<file path="config.mk">
export PLATFORM = sky130hd
export DESIGN_NAME = id_ex_pipe_reg
export DESIGN_NICKNAME = d
export VERILOG_FILES = /design/src/rtl/id_ex_pipe_reg.sv
export SDC_FILE = /design/constraint.sdc
export NUM_CORES = 1
export LEC_CHECK = 0
export ABC_AREA = 1
export CAP_MARGIN = 20
export CORE_MARGIN = 5
export CORE_UTILIZATION = 42
export CTS_CLUSTER_SIZE = 10
export DETAILED_ROUTE_END_ITERATION = 8
export PLACE_DENSITY = 0.81
export SLEW_MARGIN = 30
export SYNTH_ARGS = -nofsm -noshare
export SYNTH_HDL_FRONTEND = slang
export SYNTH_SLANG_ARGS = --single-unit
</file>
<file path="constraint.sdc">
create_clock -name clk_i -period 8.2 [get_ports clk_i]
set_input_delay 1.64 -clock clk_i [delete_from_list [all_inputs] [get_ports clk_i]]
set_output_delay 1.64 -clock clk_i [all_outputs]
set_load 0.05 [all_outputs]
</file>
<file path="src/rtl/id_ex_pipe_reg.sv">
// ID/EX pipeline register with RAW interlock and saturating bubble counter.
// Holds decoded ID fields for EX; inserts a NOP bubble when ID stalls but EX
// runs, holds everything when EX stalls, and clears on flush.
module id_ex_pipe_reg #(
  parameter int unsigned CNT_W = 16
) (
  input  logic             clk_i,
  input  logic             rst_i,
  input  logic [5:0]       stall_i,
  input  logic             flush_i,
  input  logic [7:0]       id_aluop_i,
  input  logic [2:0]       id_alusel_i,
  input  logic [31:0]      id_reg1_i,
  input  logic [31:0]      id_reg2_i,
  input  logic [4:0]       id_waddr_i,
  input  logic             id_we_i,
  input  logic             id_is_load_i,
  input  logic [31:0]      id_inst_i,
  input  logic [31:0]      id_link_addr_i,
  input  logic             id_in_dslot_i,
  input  logic             id_next_dslot_i,
  input  logic [4:0]       id_raddr1_i,
  input  logic [4:0]       id_raddr2_i,
  input  logic             id_re1_i,
  input  logic             id_re2_i,
  output logic [7:0]       ex_aluop_o,
  output logic [2:0]       ex_alusel_o,
  output logic [31:0]      ex_reg1_o,
  output logic [31:0]      ex_reg2_o,
  output logic [4:0]       ex_waddr_o,
  output logic             ex_we_o,
  output logic             ex_is_load_o,
  output logic [31:0]      ex_inst_o,
  output logic [31:0]      ex_link_addr_o,
  output logic             ex_in_dslot_o,
  output logic             id_in_dslot_o,
  output logic             stall_req_o,
  output logic [CNT_W-1:0] bubble_cnt_o
);

  typedef struct packed {
    logic [7:0]  aluop;
    logic [2:0]  alusel;
    logic [31:0] reg1;
    logic [31:0] reg2;
    logic [4:0]  waddr;
    logic        we;
    logic        is_load;
    logic [31:0] inst;
    logic [31:0] link_addr;
    logic        in_dslot;
  } ex_t;

  ex_t             id_pkt;
  ex_t             ex_d, ex_q;
  logic            dslot_d, dslot_q;
  logic [CNT_W-1:0] cnt_d, cnt_q;
  logic            raw1, raw2;
  logic            id_stall, ex_stall;

  // Only the ID and EX stall bits matter to this stage.
  logic unused_stall;
  assign unused_stall = ^{stall_i[5:4], stall_i[1:0]};

  assign id_stall = stall_i[2];
  assign ex_stall = stall_i[3];

  assign id_pkt = '{
    aluop:     id_aluop_i,
    alusel:    id_alusel_i,
    reg1:      id_reg1_i,
    reg2:      id_reg2_i,
    waddr:     id_waddr_i,
    we:        id_we_i,
    is_load:   id_is_load_i,
    inst:      id_inst_i,
    link_addr: id_link_addr_i,
    in_dslot:  id_in_dslot_i
  };

  // Next-state selection: flush > bubble (ID stalled, EX running) > hold > load.
  always_comb begin
    ex_d    = ex_q;
    dslot_d = dslot_q;
    cnt_d   = cnt_q;
    if (flush_i) begin
      ex_d    = '0;
      dslot_d = 1'b0;
    end else if (id_stall && !ex_stall) begin
      ex_d = '0;
      if (cnt_q != '1) begin
        cnt_d = cnt_q + CNT_W'(1);
      end
    end else if (ex_stall) begin
      ex_d    = ex_q;
      dslot_d = dslot_q;
    end else begin
      ex_d    = id_pkt;
      dslot_d = id_next_dslot_i;
    end
  end

  // State registers, asynchronously cleared to a NOP bubble.
  always_ff @(posedge clk_i or posedge rst_i) begin
    if (rst_i) begin
      ex_q    <= '0;
      dslot_q <= 1'b0;
      cnt_q   <= '0;
    end else begin
      ex_q    <= ex_d;
      dslot_q <= dslot_d;
      cnt_q   <= cnt_d;
    end
  end

  // RAW interlock against the destination currently held for EX; $0 and
  // non-writing entries never match.
  always_comb begin
    raw1        = id_re1_i && (id_raddr1_i == ex_q.waddr);
    raw2        = id_re2_i && (id_raddr2_i == ex_q.waddr);
    stall_req_o = !rst_i && ex_q.we && (ex_q.waddr != 5'd0) && (raw1 || raw2);
  end

  assign ex_aluop_o     = ex_q.aluop;
  assign ex_alusel_o    = ex_q.alusel;
  assign ex_reg1_o      = ex_q.reg1;
  assign ex_reg2_o      = ex_q.reg2;
  assign ex_waddr_o     = ex_q.waddr;
  assign ex_we_o        = ex_q.we;
  assign ex_is_load_o   = ex_q.is_load;
  assign ex_inst_o      = ex_q.inst;
  assign ex_link_addr_o = ex_q.link_addr;
  assign ex_in_dslot_o  = ex_q.in_dslot;
  assign id_in_dslot_o  = dslot_q;
  assign bubble_cnt_o   = cnt_q;

endmodule

</file>
==> out/results.ini <==
[sta]
final-setup-viol-count=0
worst_pin_slew_ps=841
finalClockSkew_ps=3.26
finalCriticalPeriod_ps=5130
fmax_mhz=195
rsz0062_at_grt=no
finalCritPeriodShare=0.625
slew_viol_final=0
finalSetupTns_ps=0
holdWs_ps=507
hold_viol=0
relSlewSlack=0.439

[clock_network]
cts_num_sinks=164
ctsHoldBuffers=0
insertion_delay_ps=420
postCtsSetupBuffers=0
clkTransAtPathRegs_ps=60
clock-root-buffer=clkbuf_16
cts_tree=done
cts_resized=0
cts-htree-levels=4
cts_buffer_depth=2
cts_buffers=17

[yosys]
async_reset_ff_frac=1.00
syn_nets=1013
synth_edf_count=0
synthFlopType=dfrtp_1
yosysWarnings=0
synth-seq-area-share=0.565
synth_area_per_cell_sq_um=8.62
synth_seq_cells=164
synthCells=843
netlist_area_sq_um=7270
synthDistinctLibCells=29

[critical_path]
cp_max_fo=38
r2r_setup_slack_ps=6420
rr_endpoint=bubble_cnt_o[10]
worstPathArrival_ps=3490
r2r_start=bubble_cnt_o[0]
critPathKind=in -> out
cp.required_ps=6560
worstRegToRegCells=8
startpoint_type=input pin
end_kind=output port

[finish]
layout_commonest_cell=clkdlybuf4s50_1
postLayoutCoreUtil=0.654
syn_to_final_growth_pct=54.0
finalNonFillerCells=1370
drive_above_1_share=0.0550
final_cell_mix=clkdlybuf4s50_1, nand2_1, dfrtp_1
finalNetCount=1302
n_antenna_cell=0

[die]
io_pins=334
die_w_um=142
row_count=48
fp.dieH_um=142
coreArea_sq_um=17100
die_area_sq_um=20000
initial_utilization=0.425

[worst_hold_path]
min_to=ex_reg2_o[5]
hold_path_class=reg -> reg
min_from=ex_reg2_o[5]
min_path_cells=2

[drt]
drc_errors=0
ant_nets=0
routedWlPerCell_um=16.7
firstDrtPassIters=5
drt_iter0_drc=492
routed_wl_um=22900
vias=7011
vias_per_cell=5.12

[global_route]
grt_pass1_wl_um=36200
overflow=0
grt_start_max_net_pins=171
antenna_found_initial=0
grt_usage=0.226
grt_pass1_vias=6761

[place]
port_buffers=329
post-dp-hpwl_um=15900
gp_congestion=0.827
dp.cells=1337

[power]
peakVddDrop_mv=0.141
p_total_mw=2.08
powerDensity_nw_per_um2=186
leakagePower_nw=4.77

[flow_run]
drv_cap=0

[run_status]
status=finished clean

==> per-stage QoR <==
stage / area [sq um] / worst slack [ps]
after global placement: 10600 / 3050
after detailed placement: 10600 / 3050
final: 11200 / 3070
after global routing: 11200 / 2930
after CTS: 11200 / 3050
after floorplan: 7270 / 399
==> how the worst max path moves through the flow <==
stage | from | endpoint | slack [ps] | cells after the start
2_1_floorplan | rst_i | stall_req_o | 400 | 3
3_3_place_gp | rst_i | stall_req_o | 3050 | 5
3_5_place_dp | rst_i | stall_req_o | 3050 | 5
4_1_cts | rst_i | stall_req_o | 3050 | 5
5_1_grt | rst_i | stall_req_o | 2930 | 5
6_report | rst_i | stall_req_o | 3070 | 5
==> power breakdown <==
| part | leakage [nW] | internal [mW] | total (mW) | switching, mW |
|---|---|---|---|---|
| logic | 2.28 | 0.168 | 0.436 | 0.268 |
| registers | 2.23 | 0.848 | 0.884 | 0.0369 |
| clock network | 0.264 | 0.421 | 0.764 | 0.343 |
| total | 4.77 | 1.44 | 2.08 | 0.648 |
==> synthesized netlist by cell type, types with 2 or more instances <==
master    instances  area, sq um
a21oi_1           2         10.0
buf_1             6         22.5
buf_2            21          105
buf_6             2         22.5
clkbuf_1         35          131
dfrtp_1         164         4100
inv_1            21         78.8
inv_2             2         7.51
nand2_1         213          800
nand2_2           4         25.0
nand2_4           3         33.8
nand3_1         159          796
nand3b_1          3         22.5
nand4_1           7         43.8
nor2_1           20         75.1
nor2_2            6         37.5
nor2_4            3         33.8
o21ai_0         150          751
o21ai_1           5         25.0
o21ai_2           4         35.0
xnor2_1           2         17.5
xor2_1            4         35.0
==> cell type report <==
class	instances	area (sq um)
inverter	23	98.8
tap	225	282
multi-input combinational	591	2790
timing repair buffer	335	3360
clock buffer	18	429
clock inverter	14	128
sequential	164	4100
fill	1431	5930
==> cell families (layout without fill, tap and decap cells) <==
logic type,after synthesis,count (layout),share of synthesized area
AOI/OAI and AO/OA,162,162,0.114
and+or+nand+nor,422,422,0.261
adders and majority gates,1,1,0.00172
xor gates and xnor gates,6,6,0.00723
DFF,164,164,0.565
buffers and inverters,88,390,0.0517
==> metal layers <==
| layer | share of wire | wire [um] | GRT usage | vias up |
|---|---|---|---|---|
| met5 | 0 | 0 | 0 | - |
| met4 | 0.024 | 553 | 0.0793 | 0 |
| met3 | 0.090 | 2070 | 0.0738 | 38 |
| met2 | 0.48 | 11100 | 0.365 | 265 |
| met1 | 0.40 | 9180 | 0.286 | 3307 |
| li1 | - | - | - | 3401 |
==> critical path: stages <==
cell and delay, ps:
clkdlybuf4s50_1 470, inv_6 300, nand3_1 130, a21oi_1 130, clkdlybuf4s50_1 810
==> registers in the layout (all words and copies together), names as in the netlist <==
signal / flops
ex_we_o: 1
ex_in_dslot_o: 1
ex_link_addr_o: 32
ex_inst_o: 32
ex_is_load_o: 1
ex_reg1_o: 32
ex_alusel_o: 3
ex_reg2_o: 32
ex_waddr_o: 5
bubble_cnt_o: 16
id_in_dslot_o: 1
ex_aluop_o: 8
Power figures use the tool's default switching activity.
